$ cat config.mk
export PLATFORM = sky130hd
export DESIGN_NAME = exce_capture
export DESIGN_NICKNAME = d
export VERILOG_FILES = /design/src/rtl/exce_pkg.sv /design/src/rtl/exce_prio.sv /design/src/rtl/exce_capture.sv
export SDC_FILE = /design/constraint.sdc
export NUM_CORES = 1
export LEC_CHECK = 0
export ABC_AREA = 1
export CAP_MARGIN = 25
export CORE_MARGIN = 8
export CORE_UTILIZATION = 44
export CTS_CLUSTER_DIAMETER = 150
export DETAILED_ROUTE_END_ITERATION = 6
export PLACE_DENSITY_LB_ADDON = 0.2
export SLEW_MARGIN = 30
export SYNTH_ARGS = -nofsm -noshare
export SYNTH_HDL_FRONTEND = slang
export SYNTH_HIERARCHICAL = 1
export SYNTH_SLANG_ARGS = --single-unit
$ cat constraint.sdc
create_clock -name clk -period 3.06 [get_ports clk]
set_clock_uncertainty 0.1 [all_clocks]
set_input_delay 0.918 -clock clk [delete_from_list [all_inputs] [get_ports clk]]
set_output_delay 0.918 -clock clk [all_outputs]
set_load 0.01 [all_outputs]
$ cat src/rtl/exce_pkg.sv
// Shared exception-capture definitions: fault vector bit map, mcause codes and states.
package exce_pkg;

    localparam int unsigned FLT_W = 9;

    // flt_vec bit indices
    localparam int unsigned FLT_INS_MIS   = 0;
    localparam int unsigned FLT_INS_ACC   = 1;
    localparam int unsigned FLT_LD_MIS    = 2;
    localparam int unsigned FLT_LD_ACC    = 3;
    localparam int unsigned FLT_ST_MIS    = 4;
    localparam int unsigned FLT_ST_ACC    = 5;
    localparam int unsigned FLT_INS_PAGE  = 6;
    localparam int unsigned FLT_LD_PAGE   = 7;
    localparam int unsigned FLT_ST_PAGE   = 8;

    // mcause exception codes
    localparam logic [3:0] CAUSE_INS_MIS  = 4'd0;
    localparam logic [3:0] CAUSE_INS_ACC  = 4'd1;
    localparam logic [3:0] CAUSE_LD_MIS   = 4'd4;
    localparam logic [3:0] CAUSE_LD_ACC   = 4'd5;
    localparam logic [3:0] CAUSE_ST_MIS   = 4'd6;
    localparam logic [3:0] CAUSE_ST_ACC   = 4'd7;
    localparam logic [3:0] CAUSE_INS_PAGE = 4'd12;
    localparam logic [3:0] CAUSE_LD_PAGE  = 4'd13;
    localparam logic [3:0] CAUSE_ST_PAGE  = 4'd15;

    typedef enum logic {
        ST_IDLE = 1'b0,
        ST_PEND = 1'b1
    } exce_state_e;

endpackage

$ cat src/rtl/exce_prio.sv
// Fixed-priority selection of one fault out of the effective fault vector.
module exce_prio
    import exce_pkg::*;
(
    input  logic [FLT_W-1:0] vec,
    output logic             any,
    output logic [3:0]       code
);

    always_comb begin
        any  = |vec;
        code = 4'd0;
        if (vec[FLT_INS_PAGE])      code = CAUSE_INS_PAGE;
        else if (vec[FLT_INS_ACC])  code = CAUSE_INS_ACC;
        else if (vec[FLT_INS_MIS])  code = CAUSE_INS_MIS;
        else if (vec[FLT_ST_MIS])   code = CAUSE_ST_MIS;
        else if (vec[FLT_LD_MIS])   code = CAUSE_LD_MIS;
        else if (vec[FLT_ST_PAGE])  code = CAUSE_ST_PAGE;
        else if (vec[FLT_LD_PAGE])  code = CAUSE_LD_PAGE;
        else if (vec[FLT_ST_ACC])   code = CAUSE_ST_ACC;
        else if (vec[FLT_LD_ACC])   code = CAUSE_LD_ACC;
    end

endmodule

$ cat src/rtl/exce_capture.sv
// Captures the highest-priority fault into mcause/mtval registers and holds it
// until the trap unit acknowledges; faults arriving while pending are counted.
module exce_capture
    import exce_pkg::*;
#(
    parameter int unsigned XLEN   = 32,
    parameter int unsigned MMU_EN = 1,
    parameter int unsigned CNT_W  = 8
) (
    input  logic             clk,
    input  logic             rst,
    input  logic [FLT_W-1:0] flt_vec,
    input  logic [XLEN-1:0]  flt_addr,
    input  logic             exc_ack,
    input  logic             flush,
    output logic             exc_vld,
    output logic [3:0]       exc_cause,
    output logic [XLEN-1:0]  exc_tval,
    output logic [CNT_W-1:0] drop_cnt
);

    // Page-fault bits are masked off entirely when there is no MMU
    localparam logic [FLT_W-1:0] FLT_MASK = (MMU_EN != 0) ? 9'h1FF : 9'h03F;

    exce_state_e      state;
    logic [FLT_W-1:0] eff_vec;
    logic             flt_any;
    logic [3:0]       flt_code;

    assign eff_vec = flt_vec & FLT_MASK;

    exce_prio u_prio (
        .vec  (eff_vec),
        .any  (flt_any),
        .code (flt_code)
    );

    always_ff @(posedge clk) begin
        if (rst) begin
            state     <= ST_IDLE;
            exc_vld   <= 1'b0;
            exc_cause <= 4'd0;
            exc_tval  <= '0;
            drop_cnt  <= '0;
        end else if (flush) begin
            state   <= ST_IDLE;
            exc_vld <= 1'b0;
        end else begin
            case (state)
                ST_IDLE: begin
                    if (flt_any) begin
                        state     <= ST_PEND;
                        exc_vld   <= 1'b1;
                        exc_cause <= flt_code;
                        exc_tval  <= flt_addr;
                    end
                end
                ST_PEND: begin
                    if (exc_ack) begin
                        if (flt_any) begin
                            exc_cause <= flt_code;
                            exc_tval  <= flt_addr;
                        end else begin
                            state   <= ST_IDLE;
                            exc_vld <= 1'b0;
                        end
                    end else if (flt_any && (drop_cnt != {CNT_W{1'b1}})) begin
                        drop_cnt <= drop_cnt + CNT_W'(1);
                    end
                end
                default: begin
                    state   <= ST_IDLE;
                    exc_vld <= 1'b0;
                end
            endcase
        end
    end

endmodule

# [Word-level counts from Yosys, hierarchy flattened]
# Cells that the tools add are included.
[classes] shifts=0 n_reduce_logical=6 bitwise=3 div=0 n_mul=0 muxes=22 order_cmp=0 n_eq_ne=4 n_addsub=1
[ops] operator="32-bit two-way mux" n=2
[ops] operator="32-bit one-hot mux with 2 select lines" n=1
[ops] operator="4-bit two-way mux" n=10
[ops] operator="9-bit OR reduction" n=1
[ops] operator="8-bit by 1-bit adder with 8-bit output, second input constant" n=1
[ops] operator="8-bit inequality test, second input constant" n=1
[ops] operator="4-bit one-hot mux with 2 select lines" n=1
[ops] operator="2-bit inequality test, second input constant" n=3
[ops] operator="1-bit two-way mux" n=5
[ops] operator="1-bit one-hot mux with 2 select lines" n=2
[ops] operator="4-bit AND reduction" n=1
[ops] operator="3-bit two-way mux" n=1
[ops] operator="1-bit NOT" n=3
[ops] operator="3-bit AND reduction" n=1
[ops] operator="2-bit AND reduction" n=1
[ops] operator="2-bit OR reduction" n=1
[ops] operator="1-bit logical AND" n=1
[totals] wordCells=41 n_memories=0 output_inout_bits=45 latchBits=0 mem_bits_ro=0 mem_bits_rw=0 input_bits=45 regBits=46

# [Logic depth before layout (Yosys ltp)]
[logic_depth] ltp_word=12 mapped_depth=10

# [Hierarchy]
# The synthesis kept the hierarchy.
[modules_own_cells] mod="exce_capture" area_per_inst_um2=1800.5 n_inst=1 cells_per_inst=239
[modules_own_cells] mod="exce_prio" area_per_inst_um2=117.6 n_inst=1 cells_per_inst=25

# [Least setup slack after synthesis]
# OpenSTA, ideal clock, no wires.
[synth_timing] kind="in2reg" start="input flt_vec[0]" end="register exc_tval[10]" slack_ns=0.934 setup_ns=0.064 required_ns=2.896 stages=9 n_path_buf=1 t_arrival_ns=1.962 path_cell_list="or2_4 -> nor2_4 -> nand2_1 -> nand2_2 -> a21oi_4 -> inv_2 -> buf_4 -> nor2_1 -> nor2_1"
[synth_between] elab_chain_len=4
[synth_lines] element="start: declaration" line="exce_capture.sv:12" source="input logic [FLT_W-1:0] flt_vec,"
[synth_lines] element="9-bit OR reduction (*)" line="exce_prio.sv:11" source="any = |vec;"
[synth_lines] element="via flt_any" line="exce_capture.sv:27" source="logic flt_any;"
[synth_lines] element="32-bit two-way mux (*)"
[synth_lines] element="32-bit two-way mux"
[synth_lines] element="32-bit one-hot mux with 2 select lines (*)"
[synth_lines] element="end signal: assignment" line="exce_capture.sv:55" source="exc_tval <= flt_addr;"
[synth_lines] element="end signal: assignment" line="exce_capture.sv:62" source="exc_tval <= flt_addr;"
[synth_lines] element="end: declaration" line="exce_capture.sv:18" source="output logic [XLEN-1:0] exc_tval,"
# Mark *: on every way through the listed nets, which the timed path passes. The rest lies on a longest branch. The select of a mux whose other input is x is not followed.
# A chain may end at the register's enable or synchronous reset.

# [Worst setup path in the final report]
[layout_timing] start="input flt_vec[7]" end="register exc_tval[16]"
# Same word-level chain as after synthesis.

==> out/qor.yml <==
numClockSinks: 46
hold_depth: 2
ir_worst_vdd_uv: 310
die_w_microns: 82.0
synth_top_family_by_area: "simple AND/OR/NAND/NOR gates"
final_antenna_net_count: 0
synth-async-reset-ratio_pct: 0
wl_microns: 5240
final_common_cell: "nor2_1"
hold_slack_ps: 408
core_region_area_sq_um: 4260
p_seq_share_pct: 48.5
die_h_microns: 82.0
syn_to_final_growth_pct: 53.8
synth_edf_count: 0
synth_cells: 264
grt_max_degree: 37
fmax_mhz: 389
synth_mux_area_share_pct: 0
portBuffers: 89
pwr-share-clk_pct: 33.5
detail_route.wl_per_cell_microns: 12.9
grt_pass1_vias: 1965
yosys.area_share.adder_pct: 0.652
synth_area_sq_um: 1920
nNetsFinal: 399
dp_hpwl_microns: 3850
clk_pin_slew_ps: 90
drv_cap: 0
multi_input_area_sq_um: 858
post-cts-setup-buffer-count: 0
synth-seq-area-share_pct: 48.0
initial_core_util_pct: 45.0
status: "finished, final reports clean"
seqCellArea_sq_um: 921
synthTopCellsByArea: "dfxtp_1 48%, nor2_1 18%, o21ai_0 8.3%"
synth_compound_area_share_pct: 13.2
final_layout_size_suffix_gt1_share_pct: 6.78
vias: 1939
tns_ps: 0
cts_tree: "yes"
cp_top_family: "buffers and inverters"
grt_usage_pct: 16.3
yosys.area.top_type: "dfxtp_1"
gp_congestion: 0.776
ys_types: 26
tightest_slew_ps: 602
crit_top_cell: "nor2_1"
arrival_ps: 2710
ys.flop_type: "dfxtp_1"
start_kind: "primary input"
rows: 24
antennaDiodeCount: 0
end_kind: "flop"
critPathKind: "in2reg"
layout_common_cells: "91 x nor2_1, 89 x clkdlybuf4s50_1, 46 x dfxtp_1, 32 x o21ai_0, 28 x nand2_1"
cp.depth: 10
slew_headroom_pct: 59.8
crit_chain: "clkdlybuf4s50_1 > nor2_1 > nand2_1 > nor2_1 > nand2_1 > nand2_2 > a21oi_4 > inv_2 > nor2_1 > nor2_1"
synthSimpleGateAreaFrac_pct: 30.4
drt_iter0_drc: 126
synth_xor_area_share_pct: 0.457
slew_violations: 0
cts_resized: 0
crit_fanout: 36
cts_buffers: 5
worstPathRequired_ps: 3200
fillerInstances: 372
cp_slowest_stage_delay_ps: 450
synth_fp_nets: 310
reg2reg_depth: 8
rsz0062_at_grt: "false"
hp-class: "reg2reg"
ys_ff_latch: 46
period_needed_ps: 2570
clk_latency_ps: 290
clk_path_buf_depth: 2
yosys_warnings: 6
leakage_nw: 1.25
hold_buffers: 0
htreeDepth: 2
power.density_nw_per_um2: 459
viasPerCell: 4.78
root_buffer: "clkbuf_8"
grt_pass1_wl_microns: 8650
swShare_pct: 24.5
setup_viol: 0
synth_area_per_cell_sq_um: 7.27
p_comb_share_pct: 18.1
drt_drc_violations_left: 0
gr-total-overflow: 0
worstPathBufferInverterCount: 2
num_io_pins: 90
intPower_w: 0.00102
dieArea_sq_um: 6730
finalHoldViolCount: 0
power_switching_w: 0.000332
period_share_pct: 83.9
cpMaxStageDelayCell: "inv_2"
synth.top_cell.area_share_pct: 48.0
antenna_found_initial: 0
dr.pass1.iters: 4
==> path summary, 6_finish.rpt <==
kind	from	end	slack (ps)
setup reg to reg	drop_cnt[0]	drop_cnt[6]	1500
hold reg to reg	exc_tval[17]	exc_tval[17]	410
hold / removal	exc_tval[17]	exc_tval[17]	410
setup / recovery	flt_vec[7]	exc_tval[16]	490
==> area by class of cell <==
cell class	instances	area share, %
sequential	46	31.2
timing repair buffer	92	31.0
multi-input combinational	187	29.1
inverter	21	2.67
clock buffer	5	2.33
tap	52	2.21
clock inverter	3	1.48
==> state kept, by name, summed over array words and instances, names as in the netlist <==
signal,cells
exc_tval,32
drop_cnt,8
exc_cause,4
exc_vld,1
state,1
==> routing by layer <==
metal / global-route usage (%) / routed length, microns / up-vias
li1: - / - / 1009
met1: 17.3 / 2130 / 870
met2: 27.9 / 2540 / 58
met3: 6.89 / 548 / 2
met4: 6.32 / 21 / 0
met5: 0 / 0 / -
==> power groups by stage <==
stage               Combinational, W  Sequential (W)  Clock (W)
floorplan                  0.0000800        0.000686          0
global placement            0.000245        0.000668          0
detailed placement          0.000247        0.000669          0
CTS                         0.000249        0.000656   0.000468
global route                0.000271        0.000661   0.000493
finish                      0.000244        0.000656   0.000453
==> cells in the mapped netlist, types with 2 or more instances <==
cell,n
nand2_1,28
nand4_1,2
clkbuf_1,4
inv_1,17
nand3_1,8
nand2_2,3
inv_2,4
dfxtp_1,46
a21oi_1,6
buf_6,2
buf_2,3
o21ai_1,6
nor2_1,91
o21ai_0,32
==> kinds of logic (layout without fill, tap and decap cells) <==
kind of cell | after synthesis | count (layout)
xor gates and xnor gates | 1 | 1
adders and majority gates | 1 | 1
and+or+nand+nor | 138 | 138
AOI/OAI and AO/OA | 47 | 47
DFF | 46 | 46
buffers and inverters | 31 | 121
==> stage by stage <==
step	utilization, %	cells	instance area [sq um]	setup WS (ps)	power (W)
after detailed placement	66.5	398	2840	167	0.000916
after global placement	66.5	398	2840	221	0.000913
final	69.2	406	2950	493	0.00135
after floorplan	-	264	1920	934	0.000766
after CTS	69.2	406	2950	485	0.00137
after global routing	69.2	406	2950	288	0.00143
==> worst register-to-register path, stage by stage, from the launching register on <==
cell     delay, ps
dfxtp_1        400
ha_1           210
nand2_1         90
nor2_1         170
nand2_2        180
nand3_1        150
nand2_1         70
nand2_1         60
nor2_1          40
Note: power is estimated with default switching activity, not from simulation.
==> variant: new RTL, same flow settings <==
The parameter `CNT_W` goes from 8 to 9.
--- a/src/rtl/exce_capture.sv
+++ b/src/rtl/exce_capture.sv
@@ -5,7 +5,7 @@
 #(
     parameter int unsigned XLEN   = 32,
     parameter int unsigned MMU_EN = 1,
-    parameter int unsigned CNT_W  = 8
+    parameter int unsigned CNT_W  = 9
 ) (
     input  logic             clk,
     input  logic             rst,
Interface: changed (resized drop_cnt); port bits go from 90 to 91. The function was not compared with the original's and may differ.
==> variant against the unedited design <==
- power is 4.2% lower
- worst setup slack better by 0.10 ns
- synthesized area hardly changed
- sequential cell count is 1 higher
- via count is 2.1% lower
- hold slack worse by 0.023 ns
- synthesized cell count is 1.1% lower
- wire length is 2.6% lower
- final area hardly changed
- critical path type unchanged
- largest cell class unchanged
- highest routed layer unchanged
==> variant: results (changes against the unedited design) <==
Parameter                              Value

Drt
  DR vias/cell    4.74 (-0.84%)
  DR iter-0 viols    100 (-21%)
  Wirelength, routed    5.10 mm (-2.6%)

Global route
  GR Util All Layers    15.1% (-1.2 points)
  Global routing usage on met3    4.38% (-2.5 points)
  Global-route wire length before repair    8.09 mm (-6.5%)
  Global-route track usage on met2    26.3% (-1.7 points)
  Initial antenna violation count    0 (unchanged)
  Number of global-route vias before repair    1,819 (-7.4%)
  Met1 track demand over resource    16.7% (-0.68 points)

Critical path
  Data arrival time at the worst-slack endpoint    2.55 ns (-0.16 ns)
  Endpoint of the most critical register-to-register path    drop_cnt[4]
  FF-to-FF setup slack    1.05 ns (-0.45 ns)
  Number of cells on the worst reg-to-reg path    12 (+4)
  Launch point of the worst path    flt_vec[0]

STA
  Slew at the pin with the worst max-slew slack    0.351 ns (-0.250 ns)
  Final worst hold slack    0.385 ns (-0.0233 ns)

Yosys
  Top cell types by occurrence after synthesis    sky130_fd_sc_hd__nor2_1 (93), sky130_fd_sc_hd__dfxtp_1 (47), sky130_fd_sc_hd__o21ai_0 (37)
  Net count after synthesis    308 (-0.65%)
  Distinct cells, synth    23 (-12%)
  Dominant cells by area after synthesis    sky130_fd_sc_hd__dfxtp_1 (49%), sky130_fd_sc_hd__nor2_1 (18%), sky130_fd_sc_hd__o21ai_0 (9.7%)
  Sequential area share after synthesis    49.1% (+1.1 points)

Power
  Leakage power figure    1.21 nW (-2.7%)
  VDD IR max    365 uV (+18%)

Placement
  Cell Area, Placed    2860 um^2 (+0.79%)
  Count of input and output buffers    90 (+1.1%)
  Detailed placement HPWL    3.90 mm (+1.2%)
  Routability Congestion    0.773 (-0.48%)

Layout
  Final #Nets    396 (-0.75%)
  Share of layout cells above drive strength 1    6.30% (-0.48 points)
  Largest regs    exc_tval x32, drop_cnt x9, exc_cause x4

Hold path
  Hold Path Origin    exc_tval[19]
  Endpoint, Worst Hold    exc_tval[19]

Outcome
  Result of the run    finished clean
[variant: critical path, cell delays in order]
cell and delay [ns]:
sky130_fd_sc_hd__clkdlybuf4s50_1 0.42, sky130_fd_sc_hd__or2_4 0.28, sky130_fd_sc_hd__nor2_4 0.10, sky130_fd_sc_hd__nand2_1 0.09
sky130_fd_sc_hd__inv_2 0.11, sky130_fd_sc_hd__nor2_4 0.04, sky130_fd_sc_hd__nand2_2 0.21, sky130_fd_sc_hd__inv_4 0.19
sky130_fd_sc_hd__nor2_1 0.14, sky130_fd_sc_hd__nor2_1 0.06
[variant: report_power, final]
| group | total [mW] | switching, mW | leakage, nW | internal, mW |
|---|---|---|---|---|
| Clock | 0.369 | 0.191 | 0.0470 | 0.177 |
| Combinational | 0.257 | 0.108 | 0.779 | 0.148 |
| Sequential | 0.671 | 0.0205 | 0.388 | 0.651 |
[variant: area by class of cell]
type	instances	share of cell area, %
Sequential cell	47	31.9
Timing Repair Buffer	92	31.9
Multi-Input combinational cell	185	28.6
Clock buffer	6	2.80
Inverter	18	2.38
Tap cell	52	2.21
Clock inverter	1	0.170
[variant: how the worst max path moves through the flow]
| stage | endpoint | slack [ns] | cells past startpoint |
|---|---|---|---|
| after global routing | exc_tval[21] | 0.41 | 11 |
| after detailed placement | exc_tval[10] | 0.29 | 10 |
| after CTS | exc_tval[30] | 0.60 | 10 |
| final | exc_tval[11] | 0.60 | 10 |
| after floorplan | exc_cause[1] | 0.92 | 10 |
| after global placement | exc_cause[0] | 0.33 | 10 |
[variant: logic make-up after synthesis]
logic type                 synth area share (%)
adders and majority gates                  1.31
DFF                                        49.1
and+or+nand+nor                            28.5
buffers and inverters                      6.98
AOI/OAI and AO/OA                          14.2
[variant: metal layers]
| metal | share of wire (%) | vias to the layer above |
|---|---|---|
| met5 | 0 | - |
| met1 | 41 | 826 |
| met4 | 2.4 | 0 |
| met2 | 48 | 64 |
| li1 | - | 1000 |
| met3 | 8.0 | 9 |
[variant: stage by stage]
| step | util (%) | instances | setup WS, ns |
|---|---|---|---|
| after floorplan | - | 261 | 0.924 |
| after global placement | 67.0 | 394 | 0.333 |
| after detailed placement | 67.0 | 394 | 0.293 |
| after CTS | 69.1 | 401 | 0.601 |
| after global routing | 69.1 | 401 | 0.415 |
| final | 69.1 | 401 | 0.597 |
